`config.mk`:
```
export PLATFORM = sky130hd
export DESIGN_NAME = zbuf_mem_arbiter
export DESIGN_NICKNAME = d
export VERILOG_FILES = /design/src/rtl/zbuf_mem_arbiter.sv
export SDC_FILE = /design/constraint.sdc
export NUM_CORES = 1
export LEC_CHECK = 0
export BUFFER_PORTS_ARGS = -buffer_cell sky130_fd_sc_hd__buf_4
export CAP_MARGIN = 20
export CORE_AREA = 2 2 129 131
export CTS_BUF_LIST = sky130_fd_sc_hd__clkbuf_2 sky130_fd_sc_hd__clkbuf_4 sky130_fd_sc_hd__clkbuf_8
export DETAILED_ROUTE_END_ITERATION = 8
export DIE_AREA = 0 0 131 133
export GPL_TIMING_DRIVEN = 0
export SLEW_MARGIN = 5
export SYNTH_ARGS = -nofsm -noshare
export SYNTH_HDL_FRONTEND = slang
export SYNTH_SLANG_ARGS = --single-unit
export TNS_END_PERCENT = 100
```
`constraint.sdc`:
```
create_clock -name clock -period 9.2 [get_ports clock]
set_input_delay 0 -clock clock [delete_from_list [all_inputs] [get_ports clock]]
set_output_delay 0 -clock clock [all_outputs]
set_load 0.01 [all_outputs]
```
`src/rtl/zbuf_mem_arbiter.sv`:
```
// zbuf_mem_arbiter: shares one Avalon-MM SDRAM master between the z-read,
// depth write-back and color write-out requesters.
// The master command is a zero-latency mux of the granted requester.
// Returning read data is routed through a tag FIFO of requester indices.
// Build option: define ZARB_FIXED_PRIORITY_EN for fixed priority, where the
// lowest index wins. The default build uses round-robin.
module zbuf_mem_arbiter #(
  parameter int NREQ     = 3,
  parameter int AW       = 26,
  parameter int DW       = 32,
  parameter int MAX_PEND = 4
) (
  input  logic                 clock,
  input  logic                 reset,
  input  logic [NREQ*AW-1:0]   req_address,
  input  logic [NREQ-1:0]      req_read,
  input  logic [NREQ-1:0]      req_write,
  input  logic [NREQ*DW-1:0]   req_writedata,
  input  logic [NREQ*4-1:0]    req_byteenable,
  output logic [NREQ-1:0]      req_waitrequest,
  output logic [DW-1:0]        req_readdata,
  output logic [NREQ-1:0]      req_readdatavalid,
  output logic [AW-1:0]        master_address,
  output logic                 master_read,
  output logic                 master_write,
  output logic [3:0]           master_byteenable,
  output logic [DW-1:0]        master_writedata,
  input  logic                 master_waitrequest,
  input  logic [DW-1:0]        master_readdata,
  input  logic                 master_readdatavalid,
  output logic                 err_orphan_read
);
  localparam int IW = (NREQ > 1) ? $clog2(NREQ) : 1;
  localparam int PW = (MAX_PEND > 1) ? $clog2(MAX_PEND) : 1;
  localparam int CW = PW + 1;

  logic          r_lock;
  logic [IW-1:0] r_lock_idx;
  logic [IW-1:0] r_rr_ptr;
  logic [IW-1:0] r_tag [MAX_PEND];
  logic [PW-1:0] r_wptr, r_rptr;
  logic [CW-1:0] r_count;
  logic          r_err;

  logic [NREQ-1:0] w_elig;
  logic            w_full, w_empty;
  logic            w_gnt_vld;
  logic [IW-1:0]   w_gnt_idx;
  logic            w_cmd_rd, w_cmd_wr;
  logic            w_accept, w_push, w_pop, w_orphan;
  logic [IW-1:0]   w_head;

  assign w_full  = (r_count == CW'(MAX_PEND));
  assign w_empty = (r_count == '0);
  assign w_head  = r_tag[r_rptr];
  // A full FIFO blocks reads even if a pop lands this same cycle.
  assign w_elig  = req_write | (req_read & {NREQ{~w_full}});

  // Grant selection: a held lock wins, otherwise the configured policy applies.
  always_comb begin
    logic [IW-1:0] w_j;
    int            j;
    w_gnt_vld = 1'b0;
    w_gnt_idx = '0;
    w_j       = '0;
    j         = 0;
    if (r_lock) begin
      w_gnt_vld = 1'b1;
      w_gnt_idx = r_lock_idx;
    end else begin
`ifdef ZARB_FIXED_PRIORITY_EN
      for (int i = NREQ - 1; i >= 0; i--) begin
        if (w_elig[i]) begin
          w_gnt_vld = 1'b1;
          w_gnt_idx = IW'(i);
        end
      end
`else
      // Scan downward so that the last hit is the first index at or after the pointer.
      for (int k = NREQ - 1; k >= 0; k--) begin
        j = int'(r_rr_ptr) + k;
        if (j >= NREQ) j = j - NREQ;
        w_j = IW'(j);
        if (w_elig[w_j]) begin
          w_gnt_vld = 1'b1;
          w_gnt_idx = w_j;
        end
      end
`endif
    end
  end

  // Master mux of the granted command. A write takes precedence over a read.
  always_comb begin
    master_address    = '0;
    master_byteenable = '0;
    master_writedata  = '0;
    w_cmd_rd          = 1'b0;
    w_cmd_wr          = 1'b0;
    for (int i = 0; i < NREQ; i++) begin
      if (w_gnt_vld && w_gnt_idx == IW'(i)) begin
        master_address    = req_address[i*AW +: AW];
        master_byteenable = req_byteenable[i*4 +: 4];
        master_writedata  = req_writedata[i*DW +: DW];
        w_cmd_wr          = req_write[i];
        w_cmd_rd          = req_read[i] & ~req_write[i];
      end
    end
  end

  assign master_read  = w_cmd_rd & ~reset;
  assign master_write = w_cmd_wr & ~reset;
  assign w_accept     = (w_cmd_rd | w_cmd_wr) & ~master_waitrequest & ~reset;
  assign w_push       = w_accept & w_cmd_rd;
  assign w_pop        = master_readdatavalid & ~w_empty & ~reset;
  assign w_orphan     = master_readdatavalid & w_empty & ~reset;
  assign req_readdata = master_readdata;
  assign err_orphan_read = r_err;

  // Per-requester handshake and one-hot routing of returned read data.
  always_comb begin
    req_waitrequest   = '1;
    req_readdatavalid = '0;
    for (int i = 0; i < NREQ; i++) begin
      if (w_accept && w_gnt_idx == IW'(i)) req_waitrequest[i] = 1'b0;
      if (w_pop && w_head == IW'(i))       req_readdatavalid[i] = 1'b1;
    end
  end

  // Lock, round-robin pointer, tag FIFO pointers and the sticky orphan flag.
  always_ff @(posedge clock) begin
    if (reset) begin
      r_lock     <= 1'b0;
      r_lock_idx <= '0;
      r_rr_ptr   <= '0;
      r_wptr     <= '0;
      r_rptr     <= '0;
      r_count    <= '0;
      r_err      <= 1'b0;
    end else begin
      if (w_gnt_vld && master_waitrequest) begin
        r_lock     <= 1'b1;
        r_lock_idx <= w_gnt_idx;
      end else begin
        r_lock     <= 1'b0;
      end
      if (w_accept)
        r_rr_ptr <= (w_gnt_idx == IW'(NREQ - 1)) ? '0 : w_gnt_idx + 1'b1;
      if (w_push) r_wptr <= r_wptr + 1'b1;
      if (w_pop)  r_rptr <= r_rptr + 1'b1;
      if (w_push && !w_pop)      r_count <= r_count + 1'b1;
      else if (!w_push && w_pop) r_count <= r_count - 1'b1;
      if (w_orphan) r_err <= 1'b1;
    end
  end

  // Tag storage needs no reset because the count qualifies every entry.
  always_ff @(posedge clock) begin
    if (w_push) r_tag[r_wptr] <= w_gnt_idx;
  end
endmodule

```
==> flow_summary.toml <==
[status]
outcome = "completed"

[floorplanning]
initial_core_util = 0.186
ioPinCount = 331
chipWidth_um = 131
row_count = 47
die_height_um = 133
dieArea_um2 = 17400
core-area_um2 = 16200

[cts]
clock_sinks = 23
cts_setup_buffers = 0
cts_tree = "built"
clk_pin_slew_ns = 0.08
cts_buffers = 3
cts_max_level = 1
clk_latency_ns = 0.26
clk_path_buf_depth = 2
cts-root-buf = "clkbuf_8"

[synth]
synth_mux_area_frac = 0.0183
ys_types = 54
synthSimpleGateAreaFrac = 0.311
yosysSeqAreaShare = 0.180
syn_avg_cell_area_um2 = 6.64
synthXorXnorAreaFrac = 0.0146
ys.flop_type = "dfxtp_1"
synth_warnings = 0
synthAdderAreaFrac = 0.0358
synth-seq-cells = 23
yosysTopAreaCellShare = 0.129
synth_nets = 689
synthTopCellsByArea = "and3_1, a21oi_1, dfxtp_1, nand2_1, buf_4"
synthCells = 453
async_reset_ff_frac = 0
netlist_area_um2 = 3010
synth_compound_area_frac = 0.298
synth_area_leader_cell = "and3_1"
synth_edf_count = 8
synth_top_family_by_area = "simple AND/OR/NAND/NOR gates"

[drt]
post_drt_wl_per_cell_um = 16.0
vias = 4375
wirelength_um = 15600
drtIter0Drc = 199
vias_per_cell = 4.49
drc_errors = 0
ant_nets = 0
dr.pass1.iters = 5

[hold_path]
min-delay-start = "master_waitrequest"
hp-class = "in2reg"
hold_depth = 3
hold_end = "r_rr_ptr[0]$_SDFFE_PP0N_"

[worst_setup_path]
cp.required_ns = 9.39
critPathArrivalTime_ns = 4.46
crit_fanout = 10
reg2reg_slack_ns = 4.94
critPathLaunchType = "flip-flop"
reg2reg_depth = 13
crit_type = "reg2reg"
regToRegEndpoint = "r_count[2]$_SDFFE_PP0P_"
r2r-start = "r_count[2]$_SDFFE_PP0P_"
endpoint_kind = "flip-flop"

[global_routing]
grt_pass1_vias = 4227
grt_overflow = 0
antenna_found_initial = 0
grt_max_degree = 14
grt_pass1_wl_um = 23300
grt_usage = 0.170

[sta]
min_period_over_period = 0.463
finalHoldViolations = 0
setup_viol = 0
worst_pin_slew_ns = 0.736
fmax_ghz = 0.235
rsz0062_at_grt = "no"
setup_tns_ns = 0
fin_skew_ns = 0.00580
maxSlewViolCount = 0
layout_min_cycle_time_ns = 4.26
postLayoutSetupSlackWorst_ns = 4.94
slew_headroom = 0.509

[final_layout]
fin_area_um2 = 5570
drive_gt1_frac = 0.465
nNetsFinal = 992
seq_area_um2 = 541
area_growth_pct = 85.2
final_cells = 975
fin_util = 0.345
multi_input_area_um2 = 2040
fillers = 1765
diodes = 0

[placed_design]
place_ws_ns = 4.93
postPlaceCellArea_um2 = 5510
post-dp-hpwl_um = 13000
place_congestion = 0.838
port_buffers = 297
dp.cells = 970

[pwr]
p_per_area_nw_per_um2 = 163
p_leak_nw = 2.69
irDropWorstVdd_mv = 0.0732

[flow_run]
max-cap-violations = 0
[per-stage QoR]
stage               total power, W  hold slack, ns
floorplan                 0.000501          0.0918
global placement          0.000853           0.176
detailed placement        0.000854           0.177
CTS                       0.000921          0.0379
global route              0.000994          0.0534
finish                    0.000911          0.0466
[cells in the final DEF (no fill, tap or decap), drive strengths merged, types with 2 or more instances in the layout]
master / instances
a211oi: 4
a21oi: 72
a221oi: 2
a31oi: 2
and2: 5
and3: 63
buf: 342
clkbuf: 29
dfxtp: 15
edfxtp: 8
ha: 7
inv: 11
mux4: 2
nand2: 70
nand2b: 3
nand3: 2
nand4: 2
nor2: 13
nor3: 3
nor3b: 2
o211ai: 4
o21ai: 63
o221ai: 2
o2bb2ai: 2
or2: 3
or4b: 4
xor2: 4
[cells in the mapped netlist (all sizes together) (2+ instances only)]
master / n
a21oi: 72
nand2: 70
and3: 63
o21ai: 63
buf: 45
clkbuf: 25
dfxtp: 15
nor2: 13
inv: 11
edfxtp: 8
ha: 7
and2: 5
a211oi: 4
o211ai: 4
or4b: 4
xor2: 4
nand2b: 3
nor3: 3
or2: 3
a221oi: 2
a31oi: 2
mux4: 2
nand3: 2
nand4: 2
nor3b: 2
o221ai: 2
o2bb2ai: 2
[flip-flops by register name, summed over array words and instances (netlist names), named ones only]
| name | cells |
|---|---|
| r_wptr | 2 |
| r_tag | 8 |
| r_lock | 1 |
| r_count | 3 |
| r_lock_idx | 2 |
| r_rptr | 2 |
| r_rr_ptr | 2 |
| err_orphan_read | 1 |
[worst max-delay path by stage]
stage / from / to / cells after the start
floorplan: r_count[0]$_SDFFE_PP0P_ / r_count[2]$_SDFFE_PP0P_ / 12
global placement: r_rr_ptr[0]$_SDFFE_PP0N_ / r_count[2]$_SDFFE_PP0P_ / 15
detailed placement: r_count[2]$_SDFFE_PP0P_ / r_count[2]$_SDFFE_PP0P_ / 13
CTS: r_count[2]$_SDFFE_PP0P_ / r_count[2]$_SDFFE_PP0P_ / 13
global route: r_count[2]$_SDFFE_PP0P_ / r_count[2]$_SDFFE_PP0P_ / 13
finish: r_count[2]$_SDFFE_PP0P_ / r_count[2]$_SDFFE_PP0P_ / 13
[critical path, stage by stage (launching register included)]
cell and delay [ns]:
dfxtp_1 0.44, or3b_1 0.45, a211oi_1 0.30, o211ai_1 0.16, a221oi_2 0.67, buf_4 0.34, nand4_1 0.20, a31oi_4 0.31
ha_1 0.25, inv_1 0.06, fa_1 0.37, xor2_1 0.16, or3_1 0.31, a21oi_1 0.15
[where the power goes]
part | leakage (nW) | internal (W) | switching, W
registers | 0.196 | 0.000119 | 0.0000129
logic | 2.46 | 0.000340 | 0.000374
clock network | 0.0262 | 0.0000338 | 0.0000305
[what timing repair did]
action | CTS | global route
hold buffers | 1 | 0
endpoints found under the hold margin | 1 | 0
endpoints found under the setup margin | 0 | 0
resized for setup | 0 | 0
[cells by family (layout without fill, tap and decap cells)]
kind of cell,after synthesis,count (layout)
flops,23,23
simple gates,177,177
xor+xnor,5,5
buf+inv,81,383
compound gates,156,156
fa+ha+maj,8,8
mux,3,3
[final cells by class]
class | instances | area share
repair buffers | 298 | 0.402
flip-flops and latches | 23 | 0.0970
clock buffers | 4 | 0.00876
multi-input cells | 349 | 0.366
inverters | 11 | 0.00741
well taps | 220 | 0.0494
plain buffers | 70 | 0.0698
[metal layers]
layer	share of wire	vias up	GRT usage
li1	-	2184	-
met1	0.41	1991	0.221
met2	0.50	189	0.297
met3	0.075	11	0.0299
met4	0.012	0	0.0266
met5	0	-	0
Power figures use the tool's default switching activity.
